$ cat src/rtl/efuse_wb_ctrl.sv
// efuse_wb_ctrl: Wishbone classic slave for a one-time-programmable eFuse macro.
// Reads hold the macro read strobe for a fixed number of cycles and return the word.
// Writes walk the data bits LSB first and issue one timed blow pulse per 1-bit,
// followed by a recovery gap. Programming is interlocked by prog_en_i sampled at request time.
// A started blow pulse always runs to full length unless wb_rst_i is asserted.
module efuse_wb_ctrl #(
   parameter int AW          = 12,
   parameter int DW          = 8,
   parameter int RD_CYCLES   = 4,
   parameter int PROG_CYCLES = 100,
   parameter int GAP_CYCLES  = 2,
   localparam int IW         = (DW > 1) ? $clog2(DW) : 1
) (
   input  logic          wb_clk_i,
   input  logic          wb_rst_i,
   input  logic          wb_cyc_i,
   input  logic          wb_stb_i,
   input  logic          wb_we_i,
   input  logic          wb_sel_i,
   input  logic [AW-1:0] wb_adr_i,
   input  logic [DW-1:0] wb_dat_i,
   output logic [DW-1:0] wb_dat_o,
   output logic          wb_ack_o,
   input  logic          prog_en_i,
   output logic          busy_o,
   output logic          efuse_cs_o,
   output logic          efuse_rd_o,
   output logic          efuse_prog_o,
   output logic [AW-1:0] efuse_addr_o,
   output logic [IW-1:0] efuse_bit_o,
   input  logic [DW-1:0] efuse_q_i
);

   // One shared down-counter times READ, PROG and GAP; size it for the longest of the three.
   localparam int MAX_RP = (RD_CYCLES > PROG_CYCLES) ? RD_CYCLES : PROG_CYCLES;
   localparam int MAX_C  = (MAX_RP > GAP_CYCLES) ? MAX_RP : GAP_CYCLES;
   localparam int CW     = $clog2(MAX_C + 1);

   localparam logic [CW-1:0] RD_LOAD   = CW'(RD_CYCLES - 1);
   localparam logic [CW-1:0] PROG_LOAD = CW'(PROG_CYCLES - 1);
   localparam logic [CW-1:0] GAP_LOAD  = CW'(GAP_CYCLES - 1);
   localparam logic [IW-1:0] LAST_IDX  = IW'(DW - 1);

   typedef enum logic [2:0] {
      IDLE = 3'd0,
      READ = 3'd1,
      SCAN = 3'd2,
      PROG = 3'd3,
      GAP  = 3'd4,
      ACK  = 3'd5
   } state_t;

   state_t        state_reg, state_next;
   logic [CW-1:0] cnt_reg,   cnt_next;
   logic [IW-1:0] idx_reg,   idx_next;
   logic [AW-1:0] addr_reg,  addr_next;
   logic [DW-1:0] data_reg,  data_next;
   logic [DW-1:0] rdat_reg,  rdat_next;
   logic          abort_reg, abort_next;

   // State and datapath registers; reset returns everything to zero/IDLE, cutting any pulse.
   always_ff @(posedge wb_clk_i) begin
      if (wb_rst_i) begin
         state_reg <= IDLE;
         cnt_reg   <= '0;
         idx_reg   <= '0;
         addr_reg  <= '0;
         data_reg  <= '0;
         rdat_reg  <= '0;
         abort_reg <= 1'b0;
      end else begin
         state_reg <= state_next;
         cnt_reg   <= cnt_next;
         idx_reg   <= idx_next;
         addr_reg  <= addr_next;
         data_reg  <= data_next;
         rdat_reg  <= rdat_next;
         abort_reg <= abort_next;
      end
   end

   // Next-state logic: request decode, read timing, bit scan, pulse/gap timing and aborts.
   always_comb begin
      state_next = state_reg;
      cnt_next   = cnt_reg;
      idx_next   = idx_reg;
      addr_next  = addr_reg;
      data_next  = data_reg;
      rdat_next  = rdat_reg;
      abort_next = abort_reg;

      case (state_reg)
         IDLE: begin
            abort_next = 1'b0;
            if (wb_cyc_i && wb_stb_i) begin
               addr_next = wb_adr_i;
               data_next = wb_dat_i;
               idx_next  = '0;
               if (!wb_we_i) begin
                  state_next = READ;
                  cnt_next   = RD_LOAD;
               end else if (prog_en_i && wb_sel_i) begin
                  state_next = SCAN;
               end else begin
                  // Locked or unselected write: acknowledge without touching the macro.
                  state_next = ACK;
               end
            end
         end

         READ: begin
            if (!wb_cyc_i) begin
               state_next = IDLE;
            end else if (cnt_reg == '0) begin
               rdat_next  = efuse_q_i;
               state_next = ACK;
            end else begin
               cnt_next = cnt_reg - CW'(1);
            end
         end

         SCAN: begin
            if (!wb_cyc_i) begin
               state_next = IDLE;
            end else if (data_reg[idx_reg]) begin
               state_next = PROG;
               cnt_next   = PROG_LOAD;
            end else if (idx_reg == LAST_IDX) begin
               state_next = ACK;
            end else begin
               idx_next = idx_reg + IW'(1);
            end
         end

         PROG: begin
            // A dropped cycle is remembered but the pulse is never shortened by the bus.
            if (cnt_reg == '0) begin
               if (abort_reg || !wb_cyc_i) begin
                  state_next = IDLE;
               end else begin
                  state_next = GAP;
                  cnt_next   = GAP_LOAD;
               end
            end else begin
               cnt_next = cnt_reg - CW'(1);
               if (!wb_cyc_i) begin
                  abort_next = 1'b1;
               end
            end
         end

         GAP: begin
            if (!wb_cyc_i) begin
               state_next = IDLE;
            end else if (cnt_reg == '0) begin
               if (idx_reg == LAST_IDX) begin
                  state_next = ACK;
               end else begin
                  idx_next   = idx_reg + IW'(1);
                  state_next = SCAN;
               end
            end else begin
               cnt_next = cnt_reg - CW'(1);
            end
         end

         ACK: begin
            state_next = IDLE;
         end

         default: begin
            state_next = IDLE;
         end
      endcase
   end

   assign wb_dat_o     = rdat_reg;
   assign wb_ack_o     = (state_reg == ACK);
   assign busy_o       = (state_reg != IDLE);
   assign efuse_cs_o   = (state_reg == READ) || (state_reg == SCAN) ||
                         (state_reg == PROG) || (state_reg == GAP);
   assign efuse_rd_o   = (state_reg == READ);
   assign efuse_prog_o = (state_reg == PROG);
   assign efuse_addr_o = addr_reg;
   assign efuse_bit_o  = idx_reg;

endmodule
$ cat config.mk
export PLATFORM = sky130hd
export DESIGN_NAME = efuse_wb_ctrl
export DESIGN_NICKNAME = d
export VERILOG_FILES = /design/src/rtl/efuse_wb_ctrl.sv
export SDC_FILE = /design/constraint.sdc
export NUM_CORES = 1
export LEC_CHECK = 0
export CAP_MARGIN = 20
export CORE_UTILIZATION = 23
export DETAILED_ROUTE_END_ITERATION = 10
export PLACE_DENSITY_LB_ADDON = 0.2
export SLEW_MARGIN = 10
export SYNTH_ARGS = -nofsm -noshare
export SYNTH_HDL_FRONTEND = slang
export SYNTH_SLANG_ARGS = --single-unit
$ cat constraint.sdc
create_clock -name wb_clk_i -period 2.6 [get_ports wb_clk_i]
set_input_delay 0.26 -clock wb_clk_i [delete_from_list [all_inputs] [get_ports wb_clk_i]]
set_output_delay 0.26 -clock wb_clk_i [all_outputs]
set_load 0.02 [all_outputs]
==> results of run 1 <==
worst max-delay path by stage:
stage	slack, ns	startpoint	cells past startpoint	to
after floorplan	0.59	cnt_reg[0]	7	state_reg[1]
after global placement	0.43	wb_cyc_i	6	cnt_reg[5]
after detailed placement	0.46	cnt_reg[0]	7	state_reg[1]
after CTS	0.26	state_reg[2]	4	efuse_rd_o
after global routing	0.16	state_reg[1]	5	cnt_reg[6]
final	0.28	state_reg[2]	4	efuse_rd_o
per-stage QoR:
step | utilization, % | power, W | worst slack (ns)
floorplan | - | 0.00187 | 0.588
global placement | 32.2 | 0.00235 | 0.432
detailed placement | 32.2 | 0.00234 | 0.457
CTS | 33.4 | 0.00290 | 0.262
global route | 33.4 | 0.00308 | 0.161
finish | 33.4 | 0.00287 | 0.278
area by class of cell:
class	instances	area share, %
clock buffer	5	2.20
clock inverter	3	1.40
inverter	6	0.720
multi-input combinational	218	42.0
sequential	42	26.9
tap	129	5.16
timing repair buffer	70	21.6
cells by family after synthesis:
group           Yosys count  synth area share (%)
mux                      12                  5.40
buf+inv                  24                  4.12
compound gates           78                  22.8
flops                    42                  37.4
fa+ha+maj                 4                  2.23
simple gates            123                  27.7
xor+xnor                  1                 0.390
synthesized netlist by cell type, types with 2 or more instances:
cell type,number,area [um2]
ha_1,4,50.1
and3_1,2,12.5
a211oi_1,2,15.0
buf_1,2,7.51
nand3_1,2,10.0
a21oi_1,36,180
or3_1,6,37.5
nor2b_1,7,43.8
nor2_1,20,75.1
o21ai_0,2,10.0
dfxtp_1,42,841
nand3b_1,4,30.0
nor4_1,2,12.5
or2_2,3,18.8
a31o_2,2,17.5
nor3_1,3,15.0
buf_2,2,10.0
nand2b_1,6,37.5
nand2_1,55,206
clkbuf_1,14,52.6
o311ai_1,2,17.5
inv_1,5,18.8
a31oi_1,3,18.8
o211ai_1,2,15.0
mux2i_1,11,110
a311oi_1,3,26.3
a2bb2oi_1,2,17.5
o21ai_1,6,30.0
o31ai_1,3,22.5
power by group:
part / internal (W) / switching, W / leakage (nW)
logic: 0.000637 / 0.000810 / 0.757
registers: 0.000758 / 0.000126 / 0.342
clock network: 0.000288 / 0.000247 / 0.0585
total: 0.00168 / 0.00118 / 1.16
critical path: cells and delay by family (launching register included):
kind | cells | cell delay [ns]
and+or+nand+nor | 2 | 0.43
buffers and inverters | 2 | 0.80
DFF | 1 | 0.51
routing by layer:
metal / global-route usage, % / part of all wire [%] / wire [um] / vias up
met3: 3.47 / 5.9 / 352 / 5
met1: 15.1 / 47 / 2820 / 1015
met2: 19.1 / 45 / 2710 / 75
li1: - / - / - / 1132
met4: 6.02 / 1.7 / 100 / 0
met5: 0 / 0 / 0 / -
==> flow_metrics.py, run 1 <==
metrics = {
    "timing": {
        "slew_viol_final": 0,
        "max_slew_margin_pct": 51.9,
        "fmax_mhz": 431,
        "hold_violations": 0,
        "fin_worst_skew_ns": 0.00580,
        "worst-slew-pin-transition_ns": 0.722,
        "setup_tns_ns": 0,
        "rsz0062_at_grt": "no",
        "setup_viol": 0,
        "finalCritPeriodShare_pct": 89.3,
        "hold_slack_ns": 0.314,
        "min_period_ns": 2.32,
    },
    "setup_path": {
        "worst_setup_path_end_kind": "output port",
        "worstReg2RegStart": "cnt_reg[0]",
        "path_cells": "nand2b_1, buf_4, nor2_1, clkdlybuf4s50_1",
        "path_max_fanout": 19,
        "crit_slowest_cell": "clkdlybuf4s50_1",
        "r2r-end": "state_reg[1]",
        "startpoint_type": "register",
        "worstPathArrival_ns": 2.06,
        "cpPeakStageDelay_ns": 0.64,
        "required_ns": 2.34,
        "reg2reg_slack_ns": 0.43,
        "crit_type": "reg2out",
        "r2r_cells": 7,
    },
    "hold_path": {
        "hold-path-endpoint": "wb_dat_o[2]",
        "hold_path.class": "in2reg",
        "hold_depth": 2,
        "hold_start": "wb_rst_i",
    },
    "floorplanning": {
        "die_x_um": 101,
        "die-area_um2": 10200,
        "core_area_um2": 9370,
        "start_util_pct": 24.0,
        "die_y_um": 101,
        "num_io_pins": 63,
        "placementRows": 35,
    },
    "drt": {
        "wl_per_cell_um": 12.7,
        "drcViolationCount": 0,
        "ant_nets": 0,
        "dr.pass1.iters": 4,
        "vias": 2227,
        "drt-total-wl_mm": 5.98,
        "dr.first_iter.drc_count": 111,
        "vias_per_cell": 4.71,
    },
    "global_route": {
        "grt_usage_pct": 12.1,
        "overflow": 0,
        "antenna_found_initial": 0,
        "grt_pass1_wl_mm": 9.66,
        "grt_pass1_vias": 2036,
        "grt_max_degree": 30,
    },
    "clock_network": {
        "cts_resized": 0,
        "h-tree-depth": 2,
        "clkSlewWorstSetupHoldPaths_ns": 0.09,
        "clk_latency_ns": 0.30,
        "numCtsBuffers": 5,
        "cts_tree": "yes",
        "clock_sinks": 42,
        "ctsHoldBuffers": 0,
        "cts_buffer_depth": 2,
        "cts_setup_buffers": 0,
        "root_buffer": "clkbuf_8",
    },
    "yosys": {
        "syn-cell-area_um2": 2250,
        "syn_nets": 323,
        "synth.ff_latch_count": 42,
        "seq_area_frac_synth_pct": 37.4,
        "netlist_instances": 284,
        "yosys_warnings": 0,
        "synth_cell_types": 60,
        "ys.flop_type": "dfxtp_1",
        "synth_area_per_cell_um2": 7.92,
        "synth_edf_count": 0,
        "async_reset_ff_share_pct": 0,
    },
    "final_layout": {
        "layout_common_cells": "clkdlybuf4s50_1 (61), nand2_1 (55), dfxtp_1 (42), a21oi_1 (36), nor2_1 (20)",
        "drive_gt1_share_pct": 8.43,
        "layout.cells.non_filler": 473,
        "final_common_cell": "clkdlybuf4s50_1",
        "areaGrowthSynthToFinish_pct": 39.1,
        "nets": 382,
        "largest_reg_flops": 12,
        "multiInputGateArea_um2": 1320,
        "final_cell_area_um2": 3130,
        "fillCellCount": 1015,
        "seqCellArea_um2": 841,
        "antennaDiodeCount": 0,
    },
    "pwr": {
        "p_leak_nw": 1.16,
        "vdd_drop_max_uv": 329,
        "p_per_area_nw_per_um2": 916,
    },
    "place": {
        "gp_congestion": 0.810,
        "placed_cell_area_um2": 3020,
        "dpl.hpwl_mm": 4.34,
        "place_inst": 465,
        "io_buffer_count": 62,
    },
    "job": {
        "cap_violations": 0,
    },
    "run_status": {
        "status": "completed",
    },
}
Power figures use the tool's default switching activity.
==> run 2: changes to the inputs <==
Settings changed: CORE_ASPECT_RATIO set to 1.2.
==> flow_metrics.py, run 2 (synthesis gave the netlist of run 1 again) <==
metrics = {
    "final_layout": {
        "nets": 382,
        "antennaDiodeCount": 0,
        "areaGrowthSynthToFinish_pct": 41.4,
        "largest_reg_flops": 12,
        "fillCellCount": 1018,
        "drive_gt1_share_pct": 7.85,
        "final_common_cell": "clkdlybuf4s50_1",
        "layout_common_cells": "clkdlybuf4s50_1 (62), nand2_1 (55), dfxtp_1 (42), a21oi_1 (36), nor2_1 (20)",
    },
    "timing": {
        "finalCritPeriodShare_pct": 89.0,
        "hold_violations": 0,
        "max_slew_margin_pct": 60.8,
        "slew_viol_final": 0,
        "fin_worst_skew_ns": 0.00370,
        "setup_viol": 0,
        "setup_tns_ns": 0,
        "min_period_ns": 2.32,
        "rsz0062_at_grt": "no",
        "worst-slew-pin-transition_ns": 0.574,
        "hold_slack_ns": 0.454,
        "fmax_mhz": 432,
    },
    "run_status": {
        "status": "completed",
    },
    "job": {
        "cap_violations": 0,
    },
    "floorplanning": {
        "die_y_um": 110,
        "core_area_um2": 9520,
        "start_util_pct": 23.6,
        "die-area_um2": 10200,
        "placementRows": 39,
        "die_x_um": 92.3,
        "num_io_pins": 63,
    },
    "pwr": {
        "p_leak_nw": 1.18,
        "p_per_area_nw_per_um2": 964,
        "vdd_drop_max_uv": 355,
    },
    "clock_network": {
        "cts_buffer_depth": 2,
        "cts_resized": 0,
        "cts_tree": "yes",
        "ctsHoldBuffers": 0,
        "h-tree-depth": 2,
        "numCtsBuffers": 5,
        "clk_latency_ns": 0.28,
        "root_buffer": "clkbuf_16",
        "cts_setup_buffers": 0,
        "clock_sinks": 42,
        "clkSlewWorstSetupHoldPaths_ns": 0.06,
    },
    "setup_path": {
        "critPathBufInv": 2,
        "crit_slowest_cell": "dfxtp_1",
        "cp.depth": 3,
        "worstReg2RegStart": "state_reg[0]",
        "startpoint_type": "register",
        "crit_start": "state_reg[1]",
        "worstPathArrival_ns": 2.06,
        "required_ns": 2.34,
        "cpPeakStageDelay_ns": 0.64,
        "reg2reg_slack_ns": 0.42,
        "path_max_fanout": 15,
        "worst_setup_path_end_kind": "output port",
        "critPathTopFamily": "buffers and inverters",
        "r2r-end": "cnt_reg[4]",
        "path_cells": "buf_4, and3b_1, clkdlybuf4s50_1",
        "timing.critical_path.to": "efuse_prog_o",
        "r2r_cells": 6,
        "crit_type": "reg2out",
    },
    "place": {
        "dpl.hpwl_mm": 4.64,
        "io_buffer_count": 62,
        "gp_congestion": 0.893,
    },
    "global_route": {
        "grt_max_degree": 32,
        "grt_pass1_vias": 2151,
        "overflow": 0,
        "grt_usage_pct": 13.0,
        "grt_pass1_wl_mm": 10.5,
        "antenna_found_initial": 0,
    },
    "drt": {
        "dr.first_iter.drc_count": 106,
        "vias_per_cell": 4.76,
        "vias": 2223,
        "drt-total-wl_mm": 6.45,
        "drcViolationCount": 0,
        "wl_per_cell_um": 13.8,
        "ant_nets": 0,
        "dr.pass1.iters": 4,
    },
    "hold_path": {
        "hold_path.class": "reg2reg",
    },
}
[run 2: changes by cell type in the layout (fill, tap and decap cells not counted)]
cell | before | now
clkbuf_1 | 0 | 1
clkinvlp_4 | 0 | 1
clkbuf_8 | 5 | 0
clkbuf_16 | 0 | 5
clkinv_2 | 1 | 0
clkdlybuf4s50_1 | 61 | 62
buf_2 | 1 | 0
inv_6 | 1 | 0
[run 2: per-stage QoR]
| step | power (W) | utilization (%) | cell area (um2) | setup WS (ns) | instances |
|---|---|---|---|---|---|
| 6_report | 0.00306 | 33.4 | 3180 | 0.285 | 467 |
| 2_1_floorplan | 0.00187 | - | 2250 | 0.588 | 284 |
| 4_1_cts | 0.00309 | 33.4 | 3180 | 0.305 | 467 |
| 3_5_place_dp | 0.00235 | 31.7 | 3010 | 0.380 | 459 |
| 3_3_place_gp | 0.00237 | 31.7 | 3010 | 0.435 | 459 |
| 5_1_grt | 0.00328 | 33.4 | 3180 | 0.211 | 467 |
[run 2: report_power, final]
part           total [W]  leakage, nW  internal [W]  switching (W)
registers       0.000897        0.342      0.000759       0.000138
clock network   0.000715       0.0771      0.000454       0.000261
logic            0.00145        0.757      0.000632       0.000820
[run 2: cell type report]
class / instances / area [um2] / share of cell area (%)
Inverter: 6 / 22.5 / 0.708
Clock buffer: 6 / 129 / 4.05
Clock inverter: 2 / 37.5 / 1.18
Timing Repair Buffer: 70 / 681 / 21.4
Tap cell: 123 / 154 / 4.84
Multi-Input combinational cell: 218 / 1320 / 41.4
Sequential cell: 42 / 841 / 26.4
[run 2: worst min path at each step]
stage	from	to	slack, ns	cells past startpoint
2_1_floorplan	wb_dat_i[6]	data_reg[6]	0.40	2
3_3_place_gp	efuse_addr_o[4]	efuse_addr_o[4]	0.44	2
3_5_place_dp	data_reg[5]	data_reg[5]	0.45	2
4_1_cts	efuse_addr_o[3]	efuse_addr_o[3]	0.46	2
5_1_grt	efuse_addr_o[2]	efuse_addr_o[2]	0.47	2
6_report	data_reg[0]	data_reg[0]	0.45	2
[run 2: per-layer routing]
| layer | up-vias | wire, um | GRT usage [%] |
|---|---|---|---|
| li1 | 1126 | - | - |
| met5 | - | 0 | 0 |
| met3 | 6 | 520 | 4.46 |
| met2 | 68 | 3080 | 22.2 |
| met1 | 1023 | 2810 | 15.9 |
| met4 | 0 | 50 | 3.01 |
[run 2: worst min-delay path, cell delays in order, from the launching register on]
cell and delay (ns):
dfxtp_1 0.31, nand2_1 0.05, a21oi_1 0.05
==> run 3: changes to the inputs <==
Settings changed: CELL_PAD_IN_SITES_DETAIL_PLACEMENT set to 1, CELL_PAD_IN_SITES_GLOBAL_PLACEMENT set to 1, TNS_END_PERCENT set to 100.
==> flow_metrics.py, run 3 (synthesis gave the netlist of run 1 again) <==
metrics = {
    "final_layout": {
        "layout_common_cells": "clkdlybuf4s50_1 (62), nand2_1 (55), dfxtp_1 (42), a21oi_1 (36), nor2_1 (20)",
        "areaGrowthSynthToFinish_pct": 41.2,
        "layout.cells.non_filler": 468,
        "drive_gt1_share_pct": 8.41,
        "antennaDiodeCount": 0,
        "nets": 383,
        "final_common_cell": "clkdlybuf4s50_1",
        "largest_reg_flops": 12,
        "fin_util_pct": 33.4,
    },
    "clock_network": {
        "clkSlewWorstSetupHoldPaths_ns": 0.06,
        "cts_resized": 0,
        "ctsHoldBuffers": 0,
        "cts_tree": "yes",
        "root_buffer": "clkbuf_16",
        "clock_sinks": 42,
        "cts_buffer_depth": 2,
        "cts_setup_buffers": 0,
        "h-tree-depth": 2,
        "numCtsBuffers": 5,
        "clk_latency_ns": 0.28,
    },
    "floorplanning": {
        "placementRows": 39,
        "core_area_um2": 9520,
        "die-area_um2": 10200,
        "die_y_um": 110,
        "start_util_pct": 23.6,
        "die_x_um": 92.3,
        "num_io_pins": 63,
    },
    "timing": {
        "finalCritPeriodShare_pct": 91.9,
        "fmax_mhz": 419,
        "max_slew_margin_pct": 49.3,
        "setup_viol": 0,
        "fin_worst_skew_ns": 0.00353,
        "slew_viol_final": 0,
        "worst-slew-pin-transition_ns": 0.759,
        "min_period_ns": 2.39,
        "rsz0062_at_grt": "no",
        "setup_tns_ns": 0,
        "hold_violations": 0,
    },
    "drt": {
        "vias": 2253,
        "ant_nets": 0,
        "wl_per_cell_um": 14.5,
        "dr.first_iter.drc_count": 85,
        "drcViolationCount": 0,
        "dr.pass1.iters": 4,
        "vias_per_cell": 4.81,
        "drt-total-wl_mm": 6.79,
    },
    "global_route": {
        "grt_pass1_vias": 2270,
        "grt_max_degree": 24,
        "overflow": 0,
        "grt_pass1_wl_mm": 11.2,
        "antenna_found_initial": 0,
        "grt_usage_pct": 13.9,
    },
    "setup_path": {
        "startpoint_type": "register",
        "worstReg2RegStart": "cnt_reg[0]",
        "worst_setup_path_end_kind": "output port",
        "required_ns": 2.34,
        "path_max_fanout": 23,
        "r2r-end": "state_reg[1]",
        "worstPathArrival_ns": 2.13,
        "reg2reg_slack_ns": 0.41,
        "r2r_cells": 7,
        "crit_type": "reg2out",
    },
    "pwr": {
        "p_leak_nw": 1.18,
        "p_per_area_nw_per_um2": 949,
        "vdd_drop_max_uv": 267,
    },
    "job": {
        "cap_violations": 0,
    },
    "place": {
        "gp_congestion": 0.788,
        "io_buffer_count": 62,
        "place_inst": 460,
        "dpl.hpwl_mm": 5.15,
    },
    "hold_path": {
        "hold_depth": 2,
        "hold-path-endpoint": "efuse_addr_o[5]",
        "hold_path.class": "reg2reg",
        "hold_start": "efuse_addr_o[5]",
    },
    "run_status": {
        "status": "completed",
    },
}
[run 3: changes by cell type in the layout (fill, tap and decap cells not counted), sizes merged]
cell | before | now
bufinv | 1 | 0
buf | 8 | 9
inv | 6 | 7
[run 3: how the worst max path moves through the flow]
stage | slack, ns | start | end | cells past startpoint
6_report | 0.21 | state_reg[1] | efuse_cs_o | 3
5_1_grt | 0.06 | state_reg[1] | efuse_cs_o | 3
2_1_floorplan | 0.59 | cnt_reg[0] | state_reg[1] | 7
3_3_place_gp | 0.43 | wb_cyc_i | cnt_reg[5] | 6
4_1_cts | 0.20 | state_reg[1] | efuse_cs_o | 3
3_5_place_dp | 0.38 | wb_cyc_i | cnt_reg[5] | 6
[run 3: layout make-up]
| class | count | area, um2 |
|---|---|---|
| fill | 1139 | 6340 |
| multi-input combinational | 218 | 1320 |
| sequential | 42 | 841 |
| timing repair buffer | 71 | 688 |
| tap | 123 | 154 |
| clock buffer | 6 | 139 |
| inverter | 6 | 22.5 |
| clock inverter | 2 | 16.3 |
[run 3: power breakdown]
| part | total, W | switching (W) | internal [W] |
|---|---|---|---|
| clock network | 0.000649 | 0.000263 | 0.000386 |
| registers | 0.000900 | 0.000141 | 0.000759 |
| logic | 0.00146 | 0.000833 | 0.000631 |
[run 3: layer usage]
metal / GRT usage (%) / up-vias / share of wire [%]
met5: 0 / - / 0
met4: 4.02 / 0 / 1.5
met3: 3.77 / 8 / 5.5
met2: 24.4 / 54 / 50
met1: 16.8 / 1058 / 43
li1: - / 1133 / -
[run 3: worst max-delay path, stage by stage (launching register included)]
cell and delay, ns:
dfxtp_1 0.81, nor2_2 0.22, xnor2_1 0.20, clkdlybuf4s50_1 0.62
[run 3: metrics by stage]
step                hold slack [ns]  setup WS [ns]  area [um2]  power (W)
global route                  0.473         0.0566        3180    0.00324
finish                        0.454          0.211        3180    0.00301
CTS                           0.457          0.199        3180    0.00307
detailed placement            0.449          0.376        3020    0.00239
floorplan                     0.396          0.588        2250    0.00187
global placement              0.441          0.434        3020    0.00239
